`config.mk`:
```
export PLATFORM = sky130hd
export DESIGN_NAME = mem_arbiter
export DESIGN_NICKNAME = d
export VERILOG_FILES = /design/src/rtl/mips_pkg.sv /design/src/rtl/mem_arbiter.sv
export SDC_FILE = /design/constraint.sdc
export NUM_CORES = 1
export LEC_CHECK = 0
export BUFFER_PORTS_ARGS = -buffer_cell sky130_fd_sc_hd__clkbuf_2
export CAP_MARGIN = 20
export CORE_UTILIZATION = 30
export CTS_BUF_LIST = sky130_fd_sc_hd__clkbuf_4 sky130_fd_sc_hd__clkbuf_8
export DETAILED_ROUTE_END_ITERATION = 10
export PLACE_DENSITY = 0.56
export SKIP_CTS_REPAIR_TIMING = 1
export SLEW_MARGIN = 20
export SYNTH_ARGS = -nofsm -noshare
export SYNTH_HDL_FRONTEND = slang
export SYNTH_SLANG_ARGS = --single-unit
```
`constraint.sdc`:
```
create_clock -name clock -period 2.6 [get_ports clock]
set_input_delay 0.13 -clock clock [delete_from_list [all_inputs] [get_ports clock]]
set_output_delay 0.13 -clock clock [all_outputs]
set_load 0.01 [all_outputs]
```
`src/rtl/mips_pkg.sv`:
```
// mips_pkg: shared arbiter state/grant types and default memory timing constants
package mips_pkg;
  typedef enum logic [1:0] {IDLE, ISSUE, WAIT, RESP} arb_state_t;
  typedef enum logic {GNT_F, GNT_D} arb_gnt_t;
  localparam int DEF_MEM_LAT    = 2;
  localparam int DEF_STARVE_MAX = 4;
endpackage

```
`src/rtl/mem_arbiter.sv`:
```
// mem_arbiter: arbitrates instruction fetch and data load/store onto one single-port memory
// clock/reset_n: clock, async active-low reset
// if_*: fetch request, address, returned instruction, ack pulse
// d_*: data request, write enable, address, write data, load data, ack pulse
// mem_*: memory enable, write enable, address, write data, read data
// stall_f/stall_m: combinational pipeline stalls
module mem_arbiter
  import mips_pkg::*;
#(
  parameter int MEM_LAT    = DEF_MEM_LAT,
  parameter int STARVE_MAX = DEF_STARVE_MAX,
  parameter int AW         = 32,
  parameter int DW         = 32
) (
  input  logic          clock,
  input  logic          reset_n,
  input  logic          if_req,
  input  logic [AW-1:0] if_addr,
  output logic [DW-1:0] if_rdata,
  output logic          if_ack,
  input  logic          d_req,
  input  logic          d_we,
  input  logic [AW-1:0] d_addr,
  input  logic [DW-1:0] d_wdata,
  output logic [DW-1:0] d_rdata,
  output logic          d_ack,
  output logic          mem_en,
  output logic          mem_we,
  output logic [AW-1:0] mem_addr,
  output logic [DW-1:0] mem_wdata,
  input  logic [DW-1:0] mem_rdata,
  output logic          stall_f,
  output logic          stall_m
);
  localparam int CW = $clog2(MEM_LAT + 1);
  localparam int SW = $clog2(STARVE_MAX + 1);
  if (MEM_LAT < 1 || STARVE_MAX < 1) begin : g_bad_param
    $error("mem_arbiter: MEM_LAT and STARVE_MAX must both be >= 1");
  end
  arb_state_t    state_q;
  arb_gnt_t      gnt_q;
  logic [CW-1:0] cnt_q;
  logic [SW-1:0] starve_q, starve_d;
  logic [AW-1:0] addr_q;
  logic [DW-1:0] wdata_q, if_rdata_q, d_rdata_q;
  logic          we_q, mem_en_q, mem_we_q, if_ack_q, d_ack_q, take_d;
  // data wins unless fetch has waited through STARVE_MAX data grants
  always_comb begin
    take_d   = d_req && (starve_q < SW'(STARVE_MAX) || !if_req);
    starve_d = (take_d && if_req) ? ((starve_q == SW'(STARVE_MAX)) ? starve_q : starve_q + 1'b1) : '0;
  end
  always_ff @(posedge clock or negedge reset_n) begin
    if (!reset_n) begin
      state_q    <= IDLE;
      gnt_q      <= GNT_F;
      cnt_q      <= '0;
      starve_q   <= '0;
      addr_q     <= '0;
      wdata_q    <= '0;
      we_q       <= 1'b0;
      mem_en_q   <= 1'b0;
      mem_we_q   <= 1'b0;
      if_ack_q   <= 1'b0;
      d_ack_q    <= 1'b0;
      if_rdata_q <= '0;
      d_rdata_q  <= '0;
    end else begin
      if_ack_q <= 1'b0;
      d_ack_q  <= 1'b0;
      case (state_q)
        IDLE: if (take_d || if_req) begin
          gnt_q    <= take_d ? GNT_D : GNT_F;
          addr_q   <= take_d ? d_addr : if_addr;
          we_q     <= take_d & d_we;
          wdata_q  <= take_d ? d_wdata : '0;
          mem_en_q <= 1'b1;
          mem_we_q <= take_d & d_we;
          starve_q <= starve_d;
          state_q  <= ISSUE;
        end
        ISSUE: begin
          mem_en_q <= 1'b0;
          mem_we_q <= 1'b0;
          cnt_q    <= CW'(MEM_LAT - 1);
          state_q  <= WAIT;
        end
        WAIT: if (cnt_q == '0) begin
          // closing edge of the cycle where memory data is valid
          if (gnt_q == GNT_D && !we_q) d_rdata_q <= mem_rdata;
          if (gnt_q == GNT_F) if_rdata_q <= mem_rdata;
          d_ack_q  <= gnt_q == GNT_D;
          if_ack_q <= gnt_q == GNT_F;
          state_q  <= RESP;
        end else cnt_q <= cnt_q - 1'b1;
        RESP: state_q <= IDLE;
      endcase
    end
  end
  assign mem_en    = mem_en_q;
  assign mem_we    = mem_we_q;
  assign mem_addr  = addr_q;
  assign mem_wdata = wdata_q;
  assign if_ack    = if_ack_q;
  assign d_ack     = d_ack_q;
  assign if_rdata  = if_rdata_q;
  assign d_rdata   = d_rdata_q;
  assign stall_f   = if_req & ~if_ack_q;
  assign stall_m   = d_req & ~d_ack_q;
endmodule

```
==> results.txt, run 1 <==
- The flow ran to the end, but the final reports show violations.
- Failing checks: hold timing
- Cell Pwr Density: 1100 nW/um^2
* Final number of setup-violating endpoints: 0
- Synth top cells by count: sky130_fd_sc_hd__dfrtp_1, sky130_fd_sc_hd__a21oi_1, sky130_fd_sc_hd__mux2_2
- Measured against its own limit, the worst slew margin works out to 53.0%.
- Overall Power: 9780 uW
* Worst Hold Path Cells: 3
* Final nets: 969
- Area share of the leading cell type in the synthesized netlist: 61.5%
* Area of the mapped netlist: 5740 sq um
- Crit path capture type: flop
* Setup Skew: 0.0135 ns
- Per-instance average area after synthesis: 12.9 sq um
- At the worst endpoint, the required time is 2.92 ns.
* Number of global-route vias before repair: 4553
- Once detailed placement completed, the half-perimeter wirelength came to 10500 um.
- After the first detailed-routing iteration, the DRC count stood at 114.
- Once the floorplan was initialized, standard cells occupied 30.7% of the core.
- Worst Setup Path Type: reg -> reg
* Slowest CP cell: sky130_fd_sc_hd__dlygate4sd3_1
- In this run the worst path has a maximum fanout of 25.
* Number of H-tree levels: 4
- The routed design uses 863 um of met3 wire.
- Total Routing Usage GR: 15.2%
- After synthesis, the share of flip-flops with an asynchronous set or reset is 100%.
- The congestion estimate from routability-driven global placement came to 0.748.
* Grt total ovfl: 0
- CP Cell Sequence: inv_1 > ha_1 > o21ai_4 > buf_16 > a21oi_1 > a21oi_1 > dlygate4sd3_1
- Max-cap violations in this run came to 0.
- Chip width: 140 um
* Clk buf depth: 2
* Number of clock sinks: 141
- Worst ir drop on vdd: 0.000344 V
- The startpoint identified for the worst register-to-register timing path is state_q[0]$_DFFE_PN0P_.
- After routing the design area is 8890 sq um.
- Largest net degree at the start of global routing: 71
- The tree is rooted in a sky130_fd_sc_hd__clkbuf_8.
- In this run, synthesis inferred 0 flip-flops with an integrated enable.
- Once detail routing completed, the nets flagged for antenna violations numbered 0.
- For this design the top-level I/O count stands at 267.
- Top-count cell post-synth: sky130_fd_sc_hd__dfrtp_1
- Routed via count: 4944
* Initial antenna violation count: 1
* Share of final-layout standard cells stronger than drive strength 1: 45.0%
* Number of vias per cell: 4.59
- Number of pins with negative max-slew slack in the final report: 0
- Post-route worst setup slack: 0.370 ns
* Arrival time worst endpoint: 2.55 ns
- Residual DRC count: 0
* Global-route wire length before repair: 23500 um
- Before CTS, the worst setup slack after placement is 0.578 ns.
* Largest stage delay on the critical path: 0.55 ns
- The routed design has 15900 um of wire.
- Synth area leader: sky130_fd_sc_hd__dfrtp_1
- The die covers 19700 sq um.
* Area overhead of the layout relative to synthesis: 55.0%
- Die height: 140 um
- Once placement finished, the instance area stood at 7290 sq um.
- In this run the most critical hold path is launched from d_addr[17].
- The most used flip-flop cell after synthesis is sky130_fd_sc_hd__dfrtp_1.
- After clock tree synthesis, the clock-pin slew on the worst setup and hold paths is 0.09 ns.
- Flip-flop and latch count after synthesis: 141
- The repair_antennas step left the layout with diodes totalling 0.
- On the final layout, the worst hold slack is -0.00837 ns.
- Tightest Pin Transition: 0.702 ns
- After floorplanning, the core was divided into 50 placement rows.
- Synthesized instance count: 443
- The share of the Yosys chip area taken by registers is 61.5%.
* Register-to-Register Path Depth: 7
- Tmin final: 2.23 ns
* Maximum achievable frequency: 448 MHz
- Hold WC Path Type: in -> reg
- Setup repair after global routing left no endpoint under its margin.
- The number of nets handed over by synthesis was 583.
- Number of hold violations in the final report: 3
- Number of warnings reported in the yosys synthesis log: 0
* Final-layout fill cell count: 1677
- Dividing the detail-routed wire length by the instance count gives 14.8 um.
* DR WL met2: 8090 um
* Kind of start point of the critical path: flop
* CTS tree: built
- Buffers inserted during clock tree synthesis total 17.
- Most frequent cell on the critical path: sky130_fd_sc_hd__a21oi_1
- Area of the core: 18700 sq um
* Highest metal used: met5
* Origin of the worst setup path: state_q[0]$_DFFE_PN0P_
- The clock reaches the later pin of the worst-skew pair after 0.43 ns.
- Cells taking the most area after synthesis: sky130_fd_sc_hd__dfrtp_1, sky130_fd_sc_hd__mux2_4, sky130_fd_sc_hd__mux2_2, sky130_fd_sc_hd__a21oi_1, sky130_fd_sc_hd__a22o_1
- Length of the first detailed-routing pass in iterations: 6
* Final cycle utilization of the critical path: 85.8%
- Count of different cell masters after synthesis: 33
- The count of buffers added on input and output ports is 266.
- Routed metal-1 wire length: 6680 um
* Static Leak: 0.00448 uW
- Setup total negative slack on the finished layout was measured at 0 ns.
## flip-flops by register name (all words and copies together), names as in the netlist
register and count:
state_q 2, gnt_q 1, mem_wdata 32, mem_addr 32, starve_q 3, if_rdata 32, d_rdata 32, mem_we 1
we_q 1, cnt_q 2, if_ack 1, d_ack 1, mem_en 1
## through the flow
step                std cells  hold slack (ns)  util, %
detailed placement        923            0.193     39.0
CTS                       955           -0.299     40.9
global placement          923            0.193     39.0
floorplan                 443           -0.166        -
finish                   1076         -0.00837     47.5
global route             1076         -0.00166     47.5
## layer usage
metal	GRT usage [%]	vias up
met4	5.32	2
met2	25.9	180
met5	0	-
met3	4.07	22
met1	18.6	2420
li1	-	2320
## placed cells by master (no fill, tap or decap), types with 7 or more instances in the layout
cell type,Yosys,layout
sky130_fd_sc_hd__mux2_2,36,36
sky130_fd_sc_hd__ha_1,7,7
sky130_fd_sc_hd__dlygate4sd3_1,0,120
sky130_fd_sc_hd__clkbuf_2,0,265
sky130_fd_sc_hd__a22o_1,35,35
sky130_fd_sc_hd__inv_1,9,9
sky130_fd_sc_hd__nand2_1,33,33
sky130_fd_sc_hd__buf_4,3,8
sky130_fd_sc_hd__mux2_4,30,30
sky130_fd_sc_hd__nor2_1,33,33
sky130_fd_sc_hd__dfrtp_1,141,141
sky130_fd_sc_hd__clkbuf_8,0,18
sky130_fd_sc_hd__a21oi_1,67,67
## cell type report
class	count	area, sq um	area share [%]
clock buffer	18	248	2.79
timing repair buffer	396	2650	29.8
tap	234	293	3.29
multi-input combinational	264	2020	22.7
sequential	141	3530	39.7
inverter	9	33.8	0.380
clock inverter	14	123	1.38
## power by group
group	total, uW	internal, uW	switching [uW]
logic	4300	2280	2020
clock network	1650	720	925
registers	3840	3240	595
total	9780	6250	3540
## worst paths after layout
check	to	slack, ns
worst max-delay path	mem_addr[10]$_DFFE_PN0P_	0.37
worst min-delay path	mem_addr[17]$_DFFE_PN0P_	-0.008
worst max register to register	mem_addr[10]$_DFFE_PN0P_	0.37
worst min register to register	if_rdata[25]$_DFFE_PN0P_	0.51
max in group asynchronous	d_rdata[14]$_DFFE_PN0P_	1.57
min in group asynchronous	if_rdata[18]$_DFFE_PN0P_	0.30
## critical path: cells and delay by family (launching register included)
family | cells | cell delay (ns)
buf+inv | 3 | 0.91
flops | 1 | 0.40
fa+ha+maj | 1 | 0.32
compound gates | 3 | 0.47
## cell families after synthesis
family          after synthesis  synth area share, %
compound gates              113                 12.8
xor+xnor                      1                0.153
fa+ha+maj                     7                 1.53
buf+inv                      38                 3.51
flops                       141                 61.5
mux                          66                 14.9
simple gates                 77                 5.61
Power figures use the tool's default switching activity.
==> run 2, diff against run 1 <==
==> constraint.sdc (replaced) <==
create_clock -name clock -period 2.1 [get_ports clock]
set_input_delay 0.105 -clock clock [delete_from_list [all_inputs] [get_ports clock]]
set_output_delay 0.105 -clock clock [all_outputs]
set_load 0.01 [all_outputs]
==> results.txt, run 2 (synthesis results as in run 1) <==
- Final ANT Viol Nets: 0 (unchanged)
* Crit path capture type: flop
* Residual DRC count: 0 (unchanged)
- Final number of setup-violating endpoints: 0 (unchanged)
- Worst Path Max Fanout: 23 (-8.0%)
- The slew at the pin with the worst max-slew slack came to 0.750 ns (+0.0479 ns).
- The largest clock skew in the final design is 0.0172 ns (+0.00369 ns).
- The overall fraction of global-route tracks in use came to 15.3% (+0.079 points).
* CTS root buf: sky130_fd_sc_hd__clkbuf_8
- Leaving out fill and tap cells, the most frequent cells in the layout are sky130_fd_sc_hd__clkbuf_2, sky130_fd_sc_hd__dfrtp_1, sky130_fd_sc_hd__dlygate4sd3_1.
* Arrival time worst endpoint: 2.23 ns (-0.32 ns)
* Count of standard-cell rows: 50 (unchanged)
- Setup repair after global routing left no endpoint under its margin.
- Insertion delay of the later-clocked pin in the worst-skew pair: 0.44 ns (about the same)
- The final sum of negative setup slack came to 0 ns (unchanged).
* Largest net degree at the start of global routing: 60 (-15%)
- The count of input and output buffers came to 266 (unchanged).
* HPWL after DPL: 10600 um (+0.75%)
- Starting DRT DRC Count: 131 (+15%)
* Diodes inserted: 0 (unchanged)
- The filler cell count came to 1642 (-2.1%).
- Area of the core: 18700 sq um (unchanged)
- Final cell count without fillers: 1083 (+0.65%)
- Die height: 140 um (unchanged)
- Failing checks: hold timing
* Status: complete, but fails checks
- The clock edge transition at the registers on the reported setup and hold paths was 0.09 ns (about the same).
- The die extent in x came to 140 um (unchanged).
- CTS tree: built
* IO Pins: 267 (unchanged)
- The upper clock frequency limit is 524 MHz (+17%).
- Share of final-layout standard cells stronger than drive strength 1: 44.8% (-0.25 points)
- RePlAce Congestion: 0.749 (+0.13%)
- Routed wire length: 16300 um (+2.7%)
- The peak supply drop came to 0.000453 V (+32%).
- Summed area of non-filler cells in the final layout: 9010 sq um (+1.4%)
- The power after layout is 12000 uW (+23%).
- Initial core utilization: 30.7% (unchanged)
- Relative to the synthesized area, the layout overhead comes to 57.1%.
- The post-route minimum period came to 1.91 ns (-0.323 ns).
* Number of clock buffers inserted by TritonCTS: 17 (unchanged)
* Number of hold violations in the final report: 3 (unchanged)
- The hold slack is -0.0265 ns (-0.0181 ns).
- Cell area after placement: 7330 sq um (+0.55%)
* Required time of the worst setup path: 2.43 ns (-0.49 ns)
- Final nets: 976 (+0.72%)
- The relative max-transition margin is 49.8% (-3.2 points).
* Hold WC Path Type: in -> reg
* Static Leak: 0.00455 uW (+1.5%)
* Grt total ovfl: 0 (unchanged)
- Worst Setup Path Type: reg -> reg
* Routed via count: 5056 (+2.3%)
- The number of pins exceeding their max-slew limit in the final report was 0 (unchanged).
- Kind of start point of the critical path: flop
- The via count of the first global-routing pass was 4615 (+1.4%).
* Global-route wire length before repair: 23600 um (+0.44%)
- Initial antenna violation count: 1 (unchanged)
- The share of the cycle needed by the critical path after routing was 90.8% (+5.1 points).
- Number of instances in the placed design: 925 (+0.22%)
* Number of max-cap violations: 0 (unchanged)
* Most common cell after layout, fill and taps aside: sky130_fd_sc_hd__clkbuf_2
- The count of clock tree sinks came to 141 (unchanged).
- The number of H-tree levels is 4 (unchanged).
- Clk buf depth: 2 (unchanged)
* Length of the first detailed-routing pass in iterations: 6 (unchanged)
- Area enclosed by the die boundary: 19700 sq um (unchanged)
- Number of vias per cell: 4.67 (+1.6%)
- Average wire length per cell after detail routing: 15.0 um (+2.0%)
- The total power per unit cell area came to 1330 nW/um^2 (+21%).
-- run 2: cell types whose count changed in the layout (fill, tap and decap cells not counted), sizes merged --
| cell | delta |
|---|---|
| clkinv | -1 |
| inv | -1 |
| bufinv | +2 |
| dlygate4sd3 | +6 |
| buf | +1 |
-- run 2: where the power goes --
part / total, uW / internal [uW] / switching (uW)
Combinational: 4940 / 2510 / 2430
Sequential: 4760 / 4020 / 746
Clock: 2290 / 1130 / 1150
Total: 12000 / 7660 / 4330
-- run 2: final cells by class --
cell class | instances | area (sq um) | area share, %
Multi-Input combinational cell | 264 | 2020 | 22.4
Clock inverter | 14 | 174 | 1.93
Clock buffer | 18 | 248 | 2.75
Sequential cell | 141 | 3530 | 39.2
Timing Repair Buffer | 403 | 2720 | 30.2
Inverter | 9 | 33.8 | 0.375
Tap cell | 234 | 293 | 3.25
-- run 2: through the flow --
| step | util, % | setup WS [ns] |
|---|---|---|
| 4_1_cts | 41.4 | 0.192 |
| 3_3_place_gp | 39.2 | 0.293 |
| 2_1_floorplan | - | 0.439 |
| 3_5_place_dp | 39.2 | 0.189 |
| 5_1_grt | 48.2 | 0.0868 |
| 6_report | 48.2 | 0.193 |
-- run 2: critical path, cell delays in order (launching register included) --
cell and delay, ns:
sky130_fd_sc_hd__dfrtp_1 0.38, sky130_fd_sc_hd__inv_1 0.09, sky130_fd_sc_hd__ha_1 0.30, sky130_fd_sc_hd__and3_1 0.20
sky130_fd_sc_hd__nand2b_2 0.07, sky130_fd_sc_hd__buf_4 0.39, sky130_fd_sc_hd__mux2_4 0.34
-- run 2: path summary, 6_finish.rpt --
check	depth (start not counted)	slack, ns	start	end
max in group asynchronous	3	1.36	reset_n	mem_wdata[29]$_DFFE_PN0P_
max	6	0.19	state_q[0]$_DFFE_PN0P_	d_rdata[4]$_DFFE_PN0P_
min reg2reg	1	0.51	if_rdata[25]$_DFFE_PN0P_	if_rdata[25]$_DFFE_PN0P_
min	3	-0.03	d_addr[9]	mem_addr[9]$_DFFE_PN0P_
min in group asynchronous	2	0.07	reset_n	if_rdata[21]$_DFFE_PN0P_
max reg2reg	6	0.19	state_q[0]$_DFFE_PN0P_	d_rdata[4]$_DFFE_PN0P_
-- run 2: layer usage --
layer / vias to the layer above / GRT usage (%) / share of wire (%)
met5: - / 0 / 0.074
met4: 2 / 5.44 / 1.8
met3: 29 / 5.03 / 5.9
met2: 215 / 25.3 / 50
met1: 2476 / 18.6 / 42
li1: 2334 / - / -
